## src/rtl/vga_stream_out.sv

```systemverilog
// Avalon-ST to VGA/ADV7123 output stage: divided pixel timing, start-of-packet frame
// locking with underflow recovery, sticky underflow flag and a colour-bar test mode.
module vga_stream_out #(
  parameter int H_ACTIVE   = 640,
  parameter int H_FP       = 16,
  parameter int H_SYNC     = 96,
  parameter int H_BP       = 48,
  parameter int V_ACTIVE   = 480,
  parameter int V_FP       = 10,
  parameter int V_SYNC     = 2,
  parameter int V_BP       = 33,
  parameter int COLOR_BITS = 8,
  parameter int CLK_DIV    = 2,
  parameter int SYNC_POL   = 0
) (
  input  logic                      clk,
  input  logic                      reset,
  input  logic [3*COLOR_BITS-1:0]   in_data,
  input  logic                      in_valid,
  input  logic                      in_sop,
  input  logic                      in_eop,
  output logic                      in_ready,
  input  logic                      pattern_en,
  input  logic                      clr_underflow,
  output logic                      underflow,
  output logic                      locked,
  output logic                      vga_clk,
  output logic                      vga_hs,
  output logic                      vga_vs,
  output logic                      vga_blank_n,
  output logic                      vga_sync_n,
  output logic [COLOR_BITS-1:0]     vga_r,
  output logic [COLOR_BITS-1:0]     vga_g,
  output logic [COLOR_BITS-1:0]     vga_b
);

  localparam int H_TOTAL = H_ACTIVE + H_FP + H_SYNC + H_BP;
  localparam int V_TOTAL = V_ACTIVE + V_FP + V_SYNC + V_BP;
  localparam int HW      = $clog2(H_TOTAL + 1);
  localparam int VW      = $clog2(V_TOTAL + 1);
  localparam int DW      = $clog2(CLK_DIV);
  localparam int PW      = 3 * COLOR_BITS;

  localparam logic [HW-1:0] H_ACT_C  = HW'(H_ACTIVE);
  localparam logic [HW-1:0] H_SS_C   = HW'(H_ACTIVE + H_FP);
  localparam logic [HW-1:0] H_SE_C   = HW'(H_ACTIVE + H_FP + H_SYNC);
  localparam logic [HW-1:0] H_LAST_C = HW'(H_TOTAL - 1);
  localparam logic [VW-1:0] V_ACT_C  = VW'(V_ACTIVE);
  localparam logic [VW-1:0] V_SS_C   = VW'(V_ACTIVE + V_FP);
  localparam logic [VW-1:0] V_SE_C   = VW'(V_ACTIVE + V_FP + V_SYNC);
  localparam logic [VW-1:0] V_LAST_C = VW'(V_TOTAL - 1);
  localparam logic [DW-1:0] DIV_LAST_C = DW'(CLK_DIV - 1);
  localparam logic [DW-1:0] DIV_HALF_C = DW'(CLK_DIV / 2);
  localparam logic          SYNC_ON    = (SYNC_POL != 0);

  typedef enum logic [1:0] {SEEK, WAIT_FRAME, LOCKED} state_t;

  state_t           state, state_nxt;
  logic [DW-1:0]    div, div_nxt;
  logic [HW-1:0]    h;
  logic [VW-1:0]    v;
  logic             pix_en, active, frame_start, slot;
  logic             h_sync, v_sync, uf_set;
  logic [PW-1:0]    rgb_p0;
  logic [PW-1:0]    rgb_p1;
  logic             blank_n_p1, hs_p1, vs_p1, vclk_p1, underflow_q;
  logic             unused_eop;

  assign unused_eop = in_eop;

  // Eight equal-width bars: white, yellow, cyan, green, magenta, red, blue, black.
  function automatic logic [PW-1:0] bar_color(input logic [HW-1:0] hpos);
    logic [2:0] idx;
    idx = 3'(({3'b000, hpos} << 3) / (HW+3)'(H_ACTIVE));
    return {{COLOR_BITS{~idx[1]}}, {COLOR_BITS{~idx[2]}}, {COLOR_BITS{~idx[0]}}};
  endfunction

  always_comb begin
    pix_en      = (div == DIV_LAST_C);
    div_nxt     = pix_en ? '0 : div + DW'(1);
    active      = (h < H_ACT_C) && (v < V_ACT_C);
    frame_start = pix_en && (h == '0) && (v == '0);
    slot        = pix_en && active;
    h_sync      = (h >= H_SS_C) && (h < H_SE_C);
    v_sync      = (v >= V_SS_C) && (v < V_SE_C);
  end

  always_comb begin
    state_nxt = state;
    in_ready  = 1'b0;
    rgb_p0    = '0;
    uf_set    = 1'b0;
    if (pattern_en) begin
      state_nxt = SEEK;
      if (active) rgb_p0 = bar_color(h);
    end else begin
      unique case (state)
        SEEK: begin
          in_ready = !(in_valid && in_sop);
          if (in_valid && in_sop) state_nxt = WAIT_FRAME;
        end
        WAIT_FRAME: begin
          in_ready = frame_start;
          if (frame_start) begin
            if (in_valid && in_sop) begin
              state_nxt = LOCKED;
              rgb_p0    = in_data;
            end else begin
              state_nxt = SEEK;
            end
          end
        end
        LOCKED: begin
          // An early sop is left waiting on the bus so it can open the next frame.
          in_ready = slot && !(in_valid && in_sop && !frame_start);
          if (slot) begin
            if (!in_valid) begin
              uf_set    = 1'b1;
              state_nxt = SEEK;
            end else if (in_sop && !frame_start) begin
              state_nxt = WAIT_FRAME;
            end else begin
              rgb_p0 = in_data;
              if (frame_start && !in_sop) state_nxt = SEEK;
            end
          end
        end
        default: state_nxt = SEEK;
      endcase
    end
    if (reset) in_ready = 1'b0;
  end

  always_ff @(posedge clk) begin
    if (reset) begin
      div         <= '0;
      h           <= '0;
      v           <= '0;
      state       <= SEEK;
      underflow_q <= 1'b0;
    end else begin
      div   <= div_nxt;
      state <= state_nxt;
      if (pix_en) begin
        if (h == H_LAST_C) begin
          h <= '0;
          v <= (v == V_LAST_C) ? '0 : v + VW'(1);
        end else begin
          h <= h + HW'(1);
        end
      end
      if (uf_set)             underflow_q <= 1'b1;
      else if (clr_underflow) underflow_q <= 1'b0;
    end
  end

  // Stage p1: pin registers, loaded once per pixel and held for CLK_DIV clocks.
  always_ff @(posedge clk) begin
    if (reset) begin
      rgb_p1     <= '0;
      blank_n_p1 <= 1'b0;
      hs_p1      <= !SYNC_ON;
      vs_p1      <= !SYNC_ON;
      vclk_p1    <= 1'b0;
    end else begin
      vclk_p1 <= (div_nxt >= DIV_HALF_C);
      if (pix_en) begin
        rgb_p1     <= rgb_p0;
        blank_n_p1 <= active;
        hs_p1      <= h_sync ? SYNC_ON : !SYNC_ON;
        vs_p1      <= v_sync ? SYNC_ON : !SYNC_ON;
      end
    end
  end

  assign {vga_r, vga_g, vga_b} = rgb_p1;
  assign vga_blank_n = blank_n_p1;
  assign vga_hs      = hs_p1;
  assign vga_vs      = vs_p1;
  assign vga_clk     = vclk_p1;
  assign vga_sync_n  = 1'b0;
  assign underflow   = underflow_q;
  assign locked      = (state == LOCKED);

endmodule

```

## config.mk

```make
export PLATFORM = sky130hd
export DESIGN_NAME = vga_stream_out
export DESIGN_NICKNAME = d
export VERILOG_FILES = /design/src/rtl/vga_stream_out.sv
export SDC_FILE = /design/constraint.sdc
export NUM_CORES = 1
export LEC_CHECK = 0
export BUFFER_PORTS_ARGS = -buffer_cell sky130_fd_sc_hd__buf_2
export CAP_MARGIN = 20
export CORE_MARGIN = 4
export CORE_UTILIZATION = 59
export DETAILED_ROUTE_END_ITERATION = 10
export PLACE_DENSITY = 0.86
export SYNTH_ARGS = -nofsm -noshare
export SYNTH_HDL_FRONTEND = slang
export SYNTH_SLANG_ARGS = --single-unit
```

## constraint.sdc

```tcl
create_clock -name clk -period 6.4 [get_ports clk]
set_clock_uncertainty 0.15 [all_clocks]
set_input_delay 0.64 -clock clk [delete_from_list [all_inputs] [get_ports clk]]
set_output_delay 0.64 -clock clk [all_outputs]
set_load 0.1 [all_outputs]
```

==> impl_metrics.ini, run 1 <==
[power_and_ir_drop]
p_int_uw = 458
powerDensity_nw_per_um2 = 212
leakage_nw = 1.40
seqPwrFrac_pct = 47.1
combPwrFrac_pct = 25.5
sw_frac_of_total_pct = 36.5
ir_drop_v = 0.000156
switchingPower_uw = 263
p_clk_share_pct = 27.4

[synthesis]
synth-simple-area-share_pct = 28.5
synth_fp_nets = 432
avgSynthCellArea_um2 = 7.73
synth_edf_count = 0
yosys-top-cells-count = nor2_1 (69), dfxtp_1 (51), nand2_1 (40)
synth_warnings = 0
synthFlopType = dfxtp_1
synthMuxAreaShare_pct = 0.993
synth_top_family_by_area = simple AND/OR/NAND/NOR gates
synth_area_leaders = dfxtp_1 (34%), nor2_1 (8.6%), a21oi_1 (6.3%), nand2_1 (5.0%), ha_1 (4.1%)
synth_cell_types = 61
synth-xor-area-share_pct = 7.12
synth-adder-area-share_pct = 4.51
synth_most_common_cell = nor2_1
synth-seq-cells = 51
synth_area_um2 = 3020
synthCells = 391
seq_area_frac_synth_pct = 33.8
async_flop_share_pct = 0
synth_top_area_cell = dfxtp_1
synth_top_area_share_pct = 33.8
synth_compound_area_share_pct = 20.1

[die]
coreArea_um2 = 4850
fp.dieW_um = 79.6
rows = 25
die-area_um2 = 6330
io_pins = 63
start_util_pct = 62.3
die_h_um = 79.6

[layout]
antenna_cells = 0
stdcell_count = 505
final_cell_area_um2 = 3400
area_growth_pct = 12.5
fill_cells = 412
fin_nets = 478
drive_gt1_share_pct = 20.1

[cts]
clk_pin_slew_worst_paths_ps = 90
clockBufferDepth = 2
numCtsBuffers = 5
root_buffer = clkbuf_8
clock-sinks = 51
post_cts_buffers = 0
post_cts_resized = 0
insertion_delay_ps = 300
hold_buffers = 0
htree_num_levels = 2
cts_tree = done

[sta]
final.setup.tns_ps = 0
postLayoutSetupSlackWorst_ps = 2760
hold_violations = 0
fmax_ghz = 0.275
tightest_slew_ps = 827
finalCritPeriodShare_pct = 56.9
slew_headroom_pct = 44.9
setup_viol = 0
finalCriticalPeriod_ps = 3640
slew_viol_final = 0
grt_setup_unrepaired = false

[worst_setup_path]
reg2reg_slack_ps = 2760
crit_type = register to register
r2r-start = h[2]
crit_required_ps = 6430
rr_worst_depth = 10
reg2reg_to = rgb_p1[1]
cp_max_fo = 11
critPathCaptureType = register
cp-endpoint = rgb_p1[1]
start_kind = register
arrival_ps = 3670
cp-startpoint = h[2]

[drt]
dr.pass1.iters = 5
ant_nets = 0
vias = 2935
post-route-drc-count = 0
wire_per_inst_um = 13.8
wl_um = 6970
first_iter_violations = 170
viasPerCell = 5.81

[place]
place_ws_ps = 2860
dp_hpwl_um = 4960
gp_congestion = 0.852
dpl_cell_area_um2 = 3300
port_buffers = 60
dp.cells = 497

[global_routing]
grtUsageTotal_pct = 23.1
grt_pass1_wl_um = 12000
grt_max_degree = 44
grt_overflow = 0
antenna_found_initial = 0
grt_pass1_vias = 2704

[flow_run]
maxCapViolCount = 0

[min_path]
hp-class = register to register

[status]
status = finished, final reports clean
==> layout by cell type (no fill, tap or decap), types with 4 or more instances in the layout <==
cell / count
a211oi_1: 10
xor2_1: 14
o21ai_1: 4
a21oi_1: 38
and2_1: 4
nor2b_1: 6
ha_1: 10
o21ai_0: 16
dfxtp_1: 51
buf_2: 60
inv_1: 9
xnor2_1: 5
nor3_1: 17
nor2_1: 69
clkbuf_8: 6
nand4_1: 12
nand2_1: 40
==> sequential cells by signal, indices dropped and copies added (netlist names) <==
register	cells
rgb_p1	24
h	10
v	10
state	2
div	1
underflow	1
vga_blank_n	1
vga_hs	1
vga_vs	1
==> worst max-delay path, cell delays in order, from the launching register on <==
cell and delay, ps:
dfxtp_1 430, or4_4 620, o311ai_2 300, o41ai_2 140
o2bb2ai_2 450, maj3_2 350, xor2_1 250, a41o_1 230
a211oi_2 90, xnor2_2 360, a21oi_1 120
==> through the flow <==
stage | util, % | hold slack (ps) | power, mW
global placement | 68.1 | 309 | 0.528
CTS | 70.1 | 333 | 0.727
finish | 70.1 | 330 | 0.720
global route | 70.1 | 362 | 0.751
detailed placement | 68.1 | 315 | 0.530
floorplan | - | 325 | 0.496
==> how the worst min path moves through the flow <==
| stage | from | endpoint | slack (ps) | cells past startpoint |
|---|---|---|---|---|
| global route | rgb_p1[13] | rgb_p1[13] | 360 | 2 |
| CTS | rgb_p1[11] | rgb_p1[11] | 330 | 2 |
| global placement | rgb_p1[8] | rgb_p1[8] | 310 | 2 |
| finish | rgb_p1[13] | rgb_p1[13] | 330 | 2 |
| detailed placement | rgb_p1[13] | rgb_p1[13] | 310 | 2 |
| floorplan | v[7] | v[7] | 330 | 2 |
==> final cells by class <==
| cell class | instances | area [µm²] | share of cell area, % |
|---|---|---|---|
| Clock buffer | 6 | 82.6 | 2.43 |
| Tap cell | 67 | 83.8 | 2.47 |
| Timing Repair Buffer | 61 | 308 | 9.05 |
| Inverter | 9 | 33.8 | 0.993 |
| Multi-Input combinational cell | 309 | 1860 | 54.6 |
| Sequential cell | 51 | 1020 | 30.0 |
| Clock inverter | 2 | 16.3 | 0.478 |
==> logic make-up after synthesis <==
logic type | Yosys count
DFF | 51
adders and majority gates | 11
and+or+nand+nor | 178
xor gates and xnor gates | 22
buffers and inverters | 31
muxes | 3
AOI/OAI and AO/OA | 94
other | 1
==> metal layers <==
metal | vias to the layer above | track usage, % | part of all wire [%]
li1 | 1462 | - | -
met1 | 1379 | 30.5 | 45
met3 | 7 | 3.61 | 5.3
met2 | 87 | 39.1 | 49
met5 | - | 0 | 0
met4 | 0 | 5.67 | 0.70
==> power groups by stage <==
stage          clock network, mW  logic, mW  registers [mW]
2_1_floorplan                  0     0.0583           0.438
3_3_place_gp                   0      0.181           0.346
3_5_place_dp                   0      0.184           0.347
4_1_cts                    0.203      0.184           0.340
5_1_grt                    0.213      0.196           0.342
6_report                   0.197      0.183           0.340
Note: power is estimated with default switching activity, not from simulation.
==> run 2: changes to the inputs <==
- CORE_UTILIZATION: 59 -> 55
- PLACE_DENSITY: 0.86 -> 0.81
- clock period: 6.4 -> 3.36 ns (I/O delays scaled with it)
==> impl_metrics.ini, run 2 (synthesis gave the netlist of run 1 again) <==
[sta]
tightest_slew_ps = 793
hold_violations = 0
finalCriticalPeriod_ps = 3230
slew_headroom_pct = 47.2
setup_viol = 0
postLayoutSetupSlackWorst_ps = 134
fmax_ghz = 0.310
finalCritPeriodShare_pct = 96.0
slew_viol_final = 0

[place]
gp_congestion = 0.842
port_buffers = 60
dp_hpwl_um = 5280
place_ws_ps = 122

[global_routing]
grt_pass1_wl_um = 12600
grtUsageTotal_pct = 23.2
antenna_found_initial = 0
grt_pass1_vias = 2840
grt_overflow = 0
grt_max_degree = 44

[layout]
area_growth_pct = 21.6
fin_nets = 496
layout.cells.most_common = nor2_1
antenna_cells = 0
fin_util_pct = 70.6
final_cell_mix = nor2_1 (69), buf_2 (59), dfxtp_1 (49)
top_register = rgb_p1
reg_top3 = rgb_p1 (24), h (10), v (10)
largest_register_ffs = 24
drive_gt1_share_pct = 24.8

[drt]
wl_um = 7510
ant_nets = 0
viasPerCell = 5.69
vias = 2991
post-route-drc-count = 0
first_iter_violations = 200
wire_per_inst_um = 14.3
dr.pass1.iters = 4

[die]
rows = 26
fp.dieW_um = 82.1
die-area_um2 = 6750
start_util_pct = 58.1
coreArea_um2 = 5200
die_h_um = 82.1
io_pins = 63

[min_path]
hp-class = primary input to register
worstHoldPathCells = 3

[worst_setup_path]
start_kind = register
cp_num_cells = 11
crit_type = register to register
arrival_ps = 3270
cp_max_fo = 12
crit_required_ps = 3410
rr_worst_depth = 11
critical_path.slowest_cell = dfxtp_1
critPathTopFamily = compound AO/OA/AOI/OAI gates
cpPeakStageDelay_ps = 600
crit_chain = nor2b_1 > nand2_1 > o41ai_4 > o2bb2ai_4 > maj3_2 > xor2_1 > a41o_1 > a211oi_2 > xnor2_2 > buf_4 > a21oi_1
critPathCaptureType = register
cp.buffers_inverters = 1

[power_and_ir_drop]
ir_drop_v = 0.000348
powerDensity_nw_per_um2 = 414
power.total_mw = 1.52
leakage_nw = 1.53

[flow_run]
maxCapViolCount = 0

[status]
status = finished, final reports clean

[cts]
numCtsBuffers = 5
cts_tree = done
clk_pin_slew_worst_paths_ps = 90
clockBufferDepth = 2
insertion_delay_ps = 300
htree_num_levels = 2
clock-sinks = 51
root_buffer = clkbuf_8
-- run 2: cell types whose count changed in the layout (fill, tap and decap cells not counted), sizes merged --
cell,delta
buf,+18
bufinv,+2
clkinv,-1
clkinvlp,-1
-- run 2: repair_timing --
| item | in CTS | in global routing |
|---|---|---|
| gates resized for setup | 0 | 10 |
| endpoints found under the setup margin | 0 | 11 |
| setup buffers | 0 | 5 |
| hold buffers | 0 | 0 |
-- run 2: worst paths after layout --
kind                                   from          to  slack [ps]
worst min register to register    rgb_p1[9]   rgb_p1[9]         330
worst min-delay path            in_data[23]  rgb_p1[23]         110
worst max register to register         h[9]   rgb_p1[4]         130
worst max-delay path                   h[9]   rgb_p1[4]         130
-- run 2: where the power goes --
group          leakage, nW  switching (mW)  total, mW  internal, mW
Clock               0.0654           0.203      0.500         0.298
Sequential           0.418          0.0137      0.645         0.631
Combinational         1.04           0.291      0.377        0.0857
Total                 1.53           0.507       1.52          1.01
-- run 2: per-stage QoR --
step | area (µm²) | setup TNS, ps | cells | hold WS (ps)
floorplan | 3040 | 0 | 391 | 265
global placement | 3450 | 0 | 513 | 310
detailed placement | 3450 | 0 | 513 | 315
CTS | 3580 | 0 | 521 | 103
global route | 3680 | -43.9 | 526 | 113
finish | 3680 | 0 | 526 | 113
-- run 2: tightest hold or removal path, cell delays in order --
cell and delay, ps:
buf_2 90, nand2_1 40, a211oi_1 50
-- run 2: final cells by class --
type                    count  area (µm²)
well taps                  70        87.6
repair buffers             79         470
clock inverters             2        60.1
fillers                   432        1530
inverters                   9        33.8
multi-input cells         309        1930
clock buffers               6        72.6
flip-flops and latches     51        1020
-- run 2: routing by layer --
metal / share of wire, % / GRT usage [%]
met2: 50 / 38.5
met5: 0 / 0
met1: 44 / 29.6
met4: 1.6 / 9.30
met3: 5.3 / 4.34
==> run 3: changes to the inputs <==
- ABC_AREA: not set -> 1
==> impl_metrics.ini, run 3 <==
[sta]
slew_viol_final = 0
tightest_slew_ps = 531
grt_setup_unrepaired = false
postLayoutSetupSlackWorst_ps = 407
setup_viol = 0
fmax_ghz = 0.339
finalCriticalPeriod_ps = 2950
finalCritPeriodShare_pct = 87.9
whs_ps = 152
slew_headroom_pct = 64.2
final.setup.tns_ps = 0
hold_violations = 0

[global_routing]
grt_max_degree = 36
grtUsageTotal_pct = 23.6
grt_pass1_wl_um = 12500
grt_pass1_vias = 2878
grt_overflow = 0
antenna_found_initial = 0

[cts]
clock-sinks = 51
clockBufferDepth = 2
clk_pin_slew_worst_paths_ps = 90
cts_tree = done
insertion_delay_ps = 300
post_cts_resized = 0
root_buffer = clkbuf_8
hold_buffers = 0
htree_num_levels = 2
numCtsBuffers = 5
post_cts_buffers = 0

[synthesis]
synth_cell_types = 39
synth_area_leaders = dfxtp_1 (35%), inv_1 (6.7%), nand2_1 (6.7%), nand3_1 (6.1%), o21ai_0 (6.1%)
avgSynthCellArea_um2 = 7.00
yosys-top-cells-count = inv_1 (53), nand2_1 (53), dfxtp_1 (51)
synth_fp_nets = 464
synth-seq-cells = 51
synth_warnings = 0
synth_area_um2 = 2960
async_flop_share_pct = 0
synthFlopType = dfxtp_1
synth_top_area_share_pct = 34.5
seq_area_frac_synth_pct = 34.5
synth_top_area_cell = dfxtp_1
synth_edf_count = 0
synthCells = 423

[layout]
drive_gt1_share_pct = 21.5
reg_top3 = rgb_p1 (24), h (10), v (10)
largest_register_ffs = 24
fin_nets = 521
layout.cells.most_common = buf_2
final_cell_mix = buf_2 (59), inv_1 (53), nand2_1 (53)
area_growth_pct = 16.9
top_register = rgb_p1
antenna_cells = 0

[drt]
dr.pass1.iters = 5
vias = 3086
wl_um = 7610
first_iter_violations = 212
post-route-drc-count = 0
ant_nets = 0
viasPerCell = 5.61
wire_per_inst_um = 13.8

[worst_setup_path]
r2r-start = h[0]
crit_type = register to register
crit_required_ps = 3400
reg2reg_to = rgb_p1[2]
arrival_ps = 3000
critPathCaptureType = register
cp_max_fo = 8
reg2reg_slack_ps = 410
rr_worst_depth = 20
start_kind = register

[power_and_ir_drop]
powerDensity_nw_per_um2 = 423
leakage_nw = 1.53
ir_drop_v = 0.000251

[die]
io_pins = 63
coreArea_um2 = 5170
rows = 26
die-area_um2 = 6620
die_h_um = 81.4
fp.dieW_um = 81.4
start_util_pct = 57.2

[min_path]
hp-class = primary input to register
hp-start = in_data[8]
min_to = rgb_p1[8]
worstHoldPathCells = 3

[place]
port_buffers = 60
place_ws_ps = 452
dp_hpwl_um = 5760
gp_congestion = 0.920

[status]
status = finished, final reports clean

[flow_run]
maxCapViolCount = 0
-- run 3: cell types whose count changed in the layout (fill, tap and decap cells not counted), moves of 9 or more --
cell and delta:
a21oi_2 +9, a31oi_1 +21, nor2_1 -25, a21oi_1 -18, buf_4 -13, o21ai_0 +20
inv_1 +44, nand2_1 +13, xor2_1 -9, nand3_1 +33, nand2_2 +11
-- run 3: worst max path at each step --
stage,depth (start not counted),slack [ps],startpoint,endpoint
final,20,410,h[0],rgb_p1[2]
after CTS,20,440,h[0],rgb_p1[2]
after global placement,20,530,h[0],rgb_p1[2]
after global routing,22,90,h[0],rgb_p1[5]
after floorplan,7,80,div,in_ready
after detailed placement,20,450,h[0],rgb_p1[3]
-- run 3: cell families after synthesis --
kind of cell | Yosys count | synth area share (%)
and+or+nand+nor | 181 | 28.8
AOI/OAI and AO/OA | 102 | 21.1
buffers and inverters | 71 | 9.18
DFF | 51 | 34.5
adders and majority gates | 10 | 4.23
xor gates and xnor gates | 7 | 2.07
other | 1 | 0.127
-- run 3: worst max-delay path, stage by stage, from the launching register on --
cell and delay [ps]:
dfxtp_1 360, inv_1 110, ha_1 230, clkinv_1 100, nand2_1 130, nor2_1 210, nand3_1 100, nand2_1 80
nand2_2 90, nand2_1 100, nand3_2 80, nand2_2 150, nand2_2 110, nand2_2 100, nand2_2 60, nor2_2 100
nand3_1 110, o21ai_1 150, nand2_1 90, nand2_4 160, a21oi_2 70
-- run 3: cell type report --
type / count / area (µm²)
clock buffer: 6 / 72.6
clock inverter: 1 / 30.0
fill: 465 / 1710
inverter: 56 / 210
multi-input combinational: 301 / 1680
sequential: 51 / 1020
tap: 70 / 87.6
timing repair buffer: 65 / 353
-- run 3: layer usage --
metal | up-vias | GRT usage (%) | share of wire [%]
met2 | 130 | 39.7 | 48
met5 | - | 0 | 0
li1 | 1543 | - | -
met3 | 15 | 3.88 | 6.7
met4 | 0 | 6.25 | 1.5
met1 | 1398 | 31.1 | 44
-- run 3: metrics by stage --
step | std cells | cell area [µm²] | util (%) | power [mW]
floorplan | 423 | 2980 | - | 0.983
global placement | 543 | 3360 | 64.9 | 1.06
detailed placement | 543 | 3360 | 64.9 | 1.06
CTS | 550 | 3460 | 66.9 | 1.47
global route | 550 | 3460 | 66.9 | 1.52
finish | 550 | 3460 | 66.9 | 1.46
-- run 3: power breakdown --
group / switching, mW / total, mW / internal [mW]
Sequential: 0.0160 / 0.649 / 0.633
Clock: 0.193 / 0.411 / 0.218
Combinational: 0.320 / 0.404 / 0.0839
